## config.mk

```make
export PLATFORM = sky130hd
export DESIGN_NAME = data_mem_ctrl
export DESIGN_NICKNAME = d
export VERILOG_FILES = /design/src/rtl/riscv_definitions.sv /design/src/rtl/dmem_store_align.sv /design/src/rtl/data_mem_ctrl.sv
export SDC_FILE = /design/constraint.sdc
export NUM_CORES = 1
export LEC_CHECK = 0
export BUFFER_PORTS_ARGS = -buffer_cell sky130_fd_sc_hd__buf_4
export CORE_ASPECT_RATIO = 0.7
export CORE_UTILIZATION = 37
export CTS_BUF_LIST = sky130_fd_sc_hd__clkbuf_2
export CTS_CLUSTER_DIAMETER = 150
export DETAILED_ROUTE_END_ITERATION = 8
export PLACE_DENSITY = 0.74
export REMOVE_ABC_BUFFERS = 1
export SLEW_MARGIN = 20
export SYNTH_ARGS = -nofsm -noshare
export SYNTH_HDL_FRONTEND = slang
export SYNTH_SLANG_ARGS = --single-unit
```

## constraint.sdc

```tcl
create_clock -name clk -period 10.9 [get_ports clk]
set_input_delay 2.18 -clock clk [delete_from_list [all_inputs] [get_ports clk]]
set_output_delay 2.18 -clock clk [all_outputs]
set_load 0.05 [all_outputs]
```

## src/rtl/riscv_definitions.sv

```systemverilog
// rtl/riscv_definitions.sv - shared RISC-V encodings and memory-controller types
// Purpose: funct3 encodings for LOAD/STORE, memory access size, data memory FSM states.
// Ports: none (package).
package riscv_definitions;

  typedef enum logic [2:0] {
    F3_LB  = 3'b000,
    F3_LH  = 3'b001,
    F3_LW  = 3'b010,
    F3_LBU = 3'b100,
    F3_LHU = 3'b101
  } funct3ITypeLOAD_e;

  typedef enum logic [2:0] {
    F3_SB = 3'b000,
    F3_SH = 3'b001,
    F3_SW = 3'b010
  } funct3STypeSTORE_e;

  // Access size, taken straight from funct3[1:0].
  typedef enum logic [1:0] {
    MEM_B = 2'b00,
    MEM_H = 2'b01,
    MEM_W = 2'b10
  } memSize_e;

  typedef enum logic [1:0] {
    IDLE = 2'b00,
    BUS  = 2'b01,
    DONE = 2'b10
  } dmemState_e;

endpackage

```

## src/rtl/dmem_store_align.sv

```systemverilog
// rtl/dmem_store_align.sv - byte-enable, store-data replication and misalignment detection
// Purpose: combinational lane steering for one data memory access.
// Ports:
//   addr_lo    in  2   byte offset within the word
//   size       in  2   access size (memSize_e)
//   rs2_data   in  32  raw store data from ex
//   be         out 4   byte enables
//   wdata      out 32  lane-replicated store data
//   misaligned out 1   half on odd address, or word not on a word boundary
module dmem_store_align
  import riscv_definitions::*;
(
  input  logic [1:0]  addr_lo,
  input  memSize_e    size,
  input  logic [31:0] rs2_data,
  output logic [3:0]  be,
  output logic [31:0] wdata,
  output logic        misaligned
);

  always_comb begin
    be         = 4'b1111;
    wdata      = rs2_data;
    misaligned = 1'b0;
    case (size)
      MEM_B: begin
        be    = 4'b0001 << addr_lo;
        wdata = {4{rs2_data[7:0]}};
      end
      MEM_H: begin
        // addr_lo[0] is dropped, so a misaligned half lands on the aligned pair.
        be         = 4'b0011 << {addr_lo[1], 1'b0};
        wdata      = {2{rs2_data[15:0]}};
        misaligned = addr_lo[0];
      end
      default: begin
        // Word, and the unused size encoding 2'b11, behave as a full word.
        misaligned = |addr_lo;
      end
    endcase
  end

endmodule

```

## src/rtl/data_mem_ctrl.sv

```systemverilog
// rtl/data_mem_ctrl.sv - single-outstanding data memory controller between ex and ma
// Purpose: turns ex load/store requests into one req/ack bus transaction, right-aligns
//   load data for ma and stalls the pipeline while the transaction is in flight.
// Config macro: MISALIGN_TRAP_EN - when defined, misaligned accesses skip the bus and
//   pulse misalign_exc; when undefined, offending low address bits are forced to 0.
// Ports:
//   clk, rst                         clock, asynchronous active-high reset
//   alu_result, rs2_data             effective address and store data from ex
//   mem_rd_en, mem_wr_en, mem_funct3 load/store request and size/sign
//   dmem_req, dmem_we, dmem_addr,
//   dmem_be, dmem_wdata              bus request side
//   dmem_ack, dmem_rdata             bus completion and read data
//   data                             right-aligned load data to ma
//   stall                            combinational pipeline freeze
//   misalign_exc                     one-cycle misaligned-access pulse
module data_mem_ctrl
  import riscv_definitions::*;
#(
  parameter int ADDR_W = 32,
  parameter int DATA_W = 32
) (
  input  logic              clk,
  input  logic              rst,
  input  logic [DATA_W-1:0] alu_result,
  input  logic [DATA_W-1:0] rs2_data,
  input  logic              mem_rd_en,
  input  logic              mem_wr_en,
  input  logic [2:0]        mem_funct3,
  output logic              dmem_req,
  output logic              dmem_we,
  output logic [ADDR_W-1:0] dmem_addr,
  output logic [3:0]        dmem_be,
  output logic [DATA_W-1:0] dmem_wdata,
  input  logic              dmem_ack,
  input  logic [DATA_W-1:0] dmem_rdata,
  output logic [DATA_W-1:0] data,
  output logic              stall,
  output logic              misalign_exc
);

  dmemState_e        state_q, state_d;
  logic [ADDR_W-1:0] addr_q, addr_d;
  logic [3:0]        be_q, be_d;
  logic [DATA_W-1:0] wdata_q, wdata_d;
  logic              we_q, we_d;
  logic [1:0]        off_q, off_d;
  memSize_e          size_q, size_d;
  logic [DATA_W-1:0] data_q, data_d;
  logic              misalign_q, misalign_d;

  memSize_e          size;
  logic [3:0]        be_calc;
  logic [DATA_W-1:0] wdata_calc;
  logic              misaligned;
  logic [1:0]        off_eff;
  logic              trap;
  logic [DATA_W-1:0] rdata_shift;
  logic [DATA_W-1:0] rdata_aligned;
  logic              unused_sign;

  // Sign/unsigned selection is ma's job; only the size bits matter here.
  assign unused_sign = mem_funct3[2];
  assign size        = memSize_e'(mem_funct3[1:0]);

  dmem_store_align u_store_align (
    .addr_lo    (alu_result[1:0]),
    .size       (size),
    .rs2_data   (rs2_data),
    .be         (be_calc),
    .wdata      (wdata_calc),
    .misaligned (misaligned)
  );

  // Lane offset used to right-align load data; misaligned low bits are dropped,
  // matching the byte enables the aligner produces.
  always_comb begin
    case (size)
      MEM_B:   off_eff = alu_result[1:0];
      MEM_H:   off_eff = {alu_result[1], 1'b0};
      default: off_eff = 2'b00;
    endcase
  end

`ifdef MISALIGN_TRAP_EN
  assign trap = misaligned;
`else
  logic unused_misaligned;
  assign unused_misaligned = misaligned;
  assign trap              = 1'b0;
`endif

  // Right-align and zero the lanes above the access size so ma sees only the loaded bytes.
  assign rdata_shift = dmem_rdata >> {off_q, 3'b000};
  always_comb begin
    case (size_q)
      MEM_B:   rdata_aligned = {{(DATA_W-8){1'b0}}, rdata_shift[7:0]};
      MEM_H:   rdata_aligned = {{(DATA_W-16){1'b0}}, rdata_shift[15:0]};
      default: rdata_aligned = rdata_shift;
    endcase
  end

  always_comb begin
    state_d    = state_q;
    addr_d     = addr_q;
    be_d       = be_q;
    wdata_d    = wdata_q;
    we_d       = we_q;
    off_d      = off_q;
    size_d     = size_q;
    data_d     = data_q;
    misalign_d = 1'b0;
    stall      = 1'b0;
    case (state_q)
      IDLE: begin
        if (mem_rd_en || mem_wr_en) begin
          stall = 1'b1;
          if (trap) begin
            state_d    = DONE;
            misalign_d = 1'b1;
          end else begin
            state_d = BUS;
            addr_d  = {alu_result[ADDR_W-1:2], 2'b00};
            be_d    = be_calc;
            wdata_d = wdata_calc;
            we_d    = mem_wr_en;
            off_d   = off_eff;
            size_d  = size;
          end
        end
      end
      BUS: begin
        stall = 1'b1;
        if (dmem_ack) begin
          state_d = DONE;
          if (!we_q) data_d = rdata_aligned;
        end
      end
      // The ex request is still present here; it is the one just completed.
      DONE:    state_d = IDLE;
      default: state_d = IDLE;
    endcase
  end

  always_ff @(posedge clk or posedge rst) begin
    if (rst) begin
      state_q    <= IDLE;
      addr_q     <= '0;
      be_q       <= '0;
      wdata_q    <= '0;
      we_q       <= 1'b0;
      off_q      <= 2'b00;
      size_q     <= MEM_B;
      data_q     <= '0;
      misalign_q <= 1'b0;
    end else begin
      state_q    <= state_d;
      addr_q     <= addr_d;
      be_q       <= be_d;
      wdata_q    <= wdata_d;
      we_q       <= we_d;
      off_q      <= off_d;
      size_q     <= size_d;
      data_q     <= data_d;
      misalign_q <= misalign_d;
    end
  end

  assign dmem_req     = (state_q == BUS);
  assign dmem_we      = we_q;
  assign dmem_addr    = addr_q;
  assign dmem_be      = be_q;
  assign dmem_wdata   = wdata_q;
  assign data         = data_q;
  assign misalign_exc = misalign_q;

endmodule

```

# ---- Yosys cells after proc, flatten, opt, wreduce, memory -nomap -nowiden
# Cells that the tools add are included.
dict set report op_classes {
  add_sub_neg 0
  n_mul 0
  div_mod_pow 0
  magnitude_cmp 0
  n_eq_ne 5
  shift 3
  mux 9
  bitwise 1
  reduce_logical 7
}
# op count
set ops {}
lappend ops {{one-hot mux 32 bit (2 select lines)} 2}
lappend ops {{>> shifter 32 x 5 -> 32 bit} 1}
lappend ops {{one-hot mux 2 bit (2 select lines)} 2}
lappend ops {{one-hot mux 4 bit (2 select lines)} 1}
lappend ops {{equality test 2 x 1 -> 1 bit, second input constant} 3}
lappend ops {{zero test 2 bit} 3}
lappend ops {{two-way mux 2 bit} 2}
lappend ops {{AND reduction 2 bit} 2}
lappend ops {{<< shifter 1 x 2 -> 4 bit, first input constant} 1}
lappend ops {{<< shifter 2 x 2 -> 4 bit, first input constant} 1}
lappend ops {{AND reduction 3 bit} 1}
lappend ops {{inequality test 2 x 1 -> 1 bit, second input constant} 1}
lappend ops {{inequality test 2 bit, second input constant} 1}
lappend ops {{one-hot mux 1 bit (2 select lines)} 1}
lappend ops {{logical OR 1 bit} 1}
lappend ops {{two-way mux 1 bit} 1}
lappend ops {{NOT 1 bit} 1}
dict set report totals {
  reg_bits 105
  latchBits 0
  ramBits 0
  romBits 0
  inputBits 104
  mem_count 0
}

# ---- Logic depth before layout (Yosys ltp)
dict set report depth {
  word_depth 3
  ltp_mapped 5
  depth_no_buf 3
}

# ---- By module
# A second synthesis with hierarchy kept.
dict set report hier_totals {
  hier_cells 357
  area_unflattened_um2 4916.0
}
# module n_inst cells_each area_each_um2 seq_area_each_um2
set by_module_without_submodules {}
lappend by_module_without_submodules {data_mem_ctrl 1 294 4394.2 2627.5}
lappend by_module_without_submodules {dmem_store_align 1 63 521.8 0.0}

# ---- Worst setup path after synthesis
# OpenSTA, ideal clock, no wires.
dict set report synth_path {
  kind {in2out}
  start {input port mem_wr_en}
  end {output port stall}
  t_arrival_ps 3173
  required_ps 8720
  slack_ps 5547
  path_stages 4
  n_path_buf 1
  cell_sequence {nor2_1 -> nor3_4 -> buf_2 -> nand2b_1}
}
dict set report synth_via {
  elab_chain_len 3
}
# element line
set synth_rtl {}
lappend synth_rtl {{from (decl)} data_mem_ctrl.sv:27} ;# input logic mem_wr_en,
lappend synth_rtl {{logical OR 1 bit} data_mem_ctrl.sv:115} ;# if (mem_rd_en || mem_wr_en) begin
lappend synth_rtl {{two-way mux 1 bit} data_mem_ctrl.sv:115}
lappend synth_rtl {{one-hot mux 1 bit (2 select lines)} data_mem_ctrl.sv:113} ;# case (state_q)
lappend synth_rtl {{to (decl)} data_mem_ctrl.sv:37} ;# output logic stall,
# Every way passes these cells.

# ---- Worst setup path after layout
# Ends and elaborated chain as after synthesis.

==> summary.txt <==
Setup_tns = 0 ns
Overflow left after global routing = 0
Layout area overhead = 36.9%
Filler cells = 1078
Least-Margin Pin Slew = 1.00 ns
Num CTS Buffers = 9
Die height = 97.0 um
YS warnings = 0
Final net count = 646
Routed Antenna Nets = 0
Switch Pwr = 0.00116 W
Die X = 138 um
Row count = 34
Slew margin rel. = 32.9%
Detailed Route Iter0 Violations = 79
Worst setup path startpoint = mem_wr_en
Switching share of power = 50.9%
Reg2reg setup slack = 8.90 ns
Via Count = 3479
Setup CP Type = in2out
# setup viols final = 0
P_leak = 3.13 nW
Routed WL = 11.8 mm
Minimum clock period after layout = 5.08 ns
Sequential share of power = 29.6%
CTS tree = built
N_diodes = 0
IO Port Bufs = 203
Placeable Area = 0.0125 mm^2
Worst skew pair latency = 0.58 ns
Max-Cap Viols = 0
Post-Syn Instances = 346
First-pass iteration count of the detailed router = 4
Initial Utilization = 38.2%
Global-route wire length before repair = 18.6 mm
Multi-input gate area = 0.00201 mm^2
Die Footprint = 0.0134 mm^2
Register area = 0.00263 mm^2
Worst r2r dst = dmem_addr[9]
Netlist cell types = 29
Remaining routing DRC violations = 0
Hold path startpoint = data[19]
Max Clk Rate = 0.197 GHz
Clock transition at path regs = 0.26 ns
Area after DPL = 0.00642 mm^2
Worst Clk Skew = 0.0372 ns
Hold-fix buffers, CTS = 0
Worst r2r src = state_q[0]
Average wire per standard cell = 16.7 um
CP Launch Type = input pin
Clock Sinks = 105
Via density = 4.91
Crit-path max FO = 2
Post-route cell area = 0.00654 mm^2
Worst EP arrival = 2.90 ns
GPL Wtd Cong = 0.760
RSZ-0062 raised after global routing = no
Post-synthesis register bit count = 105
Pint = 0.00112 W
Global Route Usage Sum = 17.9%
CTS HTree Levels = 3
Post-detail-place hpwl = 8.49 mm
Hold Violations, Final = 0
Max VDD drop = 0.000382 V
Hold Path Class = reg2reg
Root buf cell = clkbuf_2
Crit path to = stall
Slew Viols, Final = 0
Post-CTS Setup Bufs = 0
Clock Tree Buf Depth = 2
Comb pwr share = 62.1%
R2R cell count = 3
Vias in the first global route = 3624
Period utilization = 46.6%
Pwr/cell area = 348 mW/mm^2
Worst Path Required = 8.72 ns
Mapped Avg Cell Area = 13.8 um^2
Status = complete, no violations
Pin count of the biggest net entering global routing = 73
Worst setup EP type = output port
Clock power frac = 8.3%
Sequential area share after synthesis = 55.1%
Post-CTS sizing = 0
Num ports = 208
Layout cell share with drive strength beyond 1 = 59.2%
Total Power = 0.00228 W
Mapped cell area = 0.00477 mm^2
Initial antenna violation count = 0
-- cell families (layout without fill, tap and decap cells) --
| family | after synthesis | count (layout) | synth area share, % |
|---|---|---|---|
| muxes | 135 | 135 | 30.8 |
| other | 1 | 3 | 0.0786 |
| AOI/OAI and AO/OA | 43 | 43 | 7.08 |
| buffers and inverters | 28 | 227 | 3.07 |
| DFF | 105 | 105 | 55.1 |
| and+or+nand+nor | 34 | 34 | 3.93 |
-- cells in the final DEF (no fill, tap or decap), types with 2 or more instances in the layout --
cell       count
nor2_1         7
dfrtp_1      105
buf_4        208
o2bb2ai_1      8
nor2b_1        2
mux2_2        88
clkbuf_2       9
a22o_1        16
inv_6          4
mux2i_1       41
conb_1         3
a21oi_1        2
o21ai_0        8
nand2_1       17
mux2_1         6
o21ai_2        8
-- final cells by class --
| type | instances | share of cell area (%) |
|---|---|---|
| Clock buffer | 9 | 0.689 |
| Clock inverter | 7 | 1.13 |
| Inverter | 3 | 0.211 |
| Multi-Input combinational cell | 215 | 30.8 |
| Sequential cell | 105 | 40.2 |
| Tap cell | 162 | 3.10 |
| Timing Repair Buffer | 208 | 23.9 |
-- power groups by stage --
stage | clock network, W | registers [W] | logic [W]
3_5_place_dp | 0 | 0.000684 | 0.00142
4_1_cts | 0.000200 | 0.000677 | 0.00143
3_3_place_gp | 0 | 0.000673 | 0.00141
6_report | 0.000190 | 0.000673 | 0.00141
2_1_floorplan | 0 | 0.00130 | 0.000366
5_1_grt | 0.000215 | 0.000698 | 0.00147
-- worst max-delay path, cell delays in order --
cell and delay (ns):
buf_4 0.11, nor2_1 0.23, nor3_4 0.05, nand2b_1 0.14, buf_4 0.18
-- cells in the mapped netlist, drive strengths merged --
cell	instances	share of area, %
nand2	17	1.3
dfrtp	105	55
nand2b	1	0.13
nor2	7	0.55
inv	3	0.24
nor4b	1	0.50
nand4bb	1	0.24
a21oi	2	0.21
mux2i	41	8.6
nor2b	2	0.26
clkbuf	2	0.16
nor3	2	0.45
mux2	94	22
o2bb2ai	8	1.5
buf	23	2.7
o21ai	16	2.3
and2	1	0.13
or2b	1	0.16
o21bai	1	0.16
conb	1	0.079
a22o	16	2.9
or3b	1	0.18
-- per-layer routing --
| metal | routed length [um] | share of wire, % | GRT usage [%] | vias to the layer above |
|---|---|---|---|---|
| li1 | - | - | - | 1628 |
| met5 | 0 | 0 | 0 | - |
| met1 | 5250 | 44 | 23.4 | 1719 |
| met3 | 855 | 7.2 | 5.77 | 15 |
| met4 | 137 | 1.2 | 4.60 | 0 |
| met2 | 5570 | 47 | 28.4 | 117 |
-- flip-flops by register name (all words and copies together), names as in the netlist --
name        count
off_q           2
dmem_be         4
data           32
dmem_wdata     32
dmem_we         1
state_q         2
dmem_addr      30
size_q          2
-- per-stage QoR --
| stage | worst slack (ns) | std cells | utilization (%) | hold WS, ns |
|---|---|---|---|---|
| final | 5.82 | 709 | 52.3 | 0.521 |
| after global routing | 5.81 | 709 | 52.3 | 0.553 |
| after floorplan | 4.22 | 323 | - | 0.481 |
| after detailed placement | 5.84 | 693 | 51.3 | 0.475 |
| after CTS | 5.84 | 709 | 52.3 | 0.529 |
| after global placement | 5.89 | 693 | 51.3 | 0.467 |
-- worst min path at each step --
stage	end	slack, ns	cells past startpoint
after global routing	dmem_addr[29]	0.55	1
final	data[19]	0.52	2
after detailed placement	data[19]	0.47	2
after CTS	data[19]	0.53	2
after global placement	data[19]	0.47	2
after floorplan	size_q[0]	0.48	1
Power figures use the tool's default switching activity.
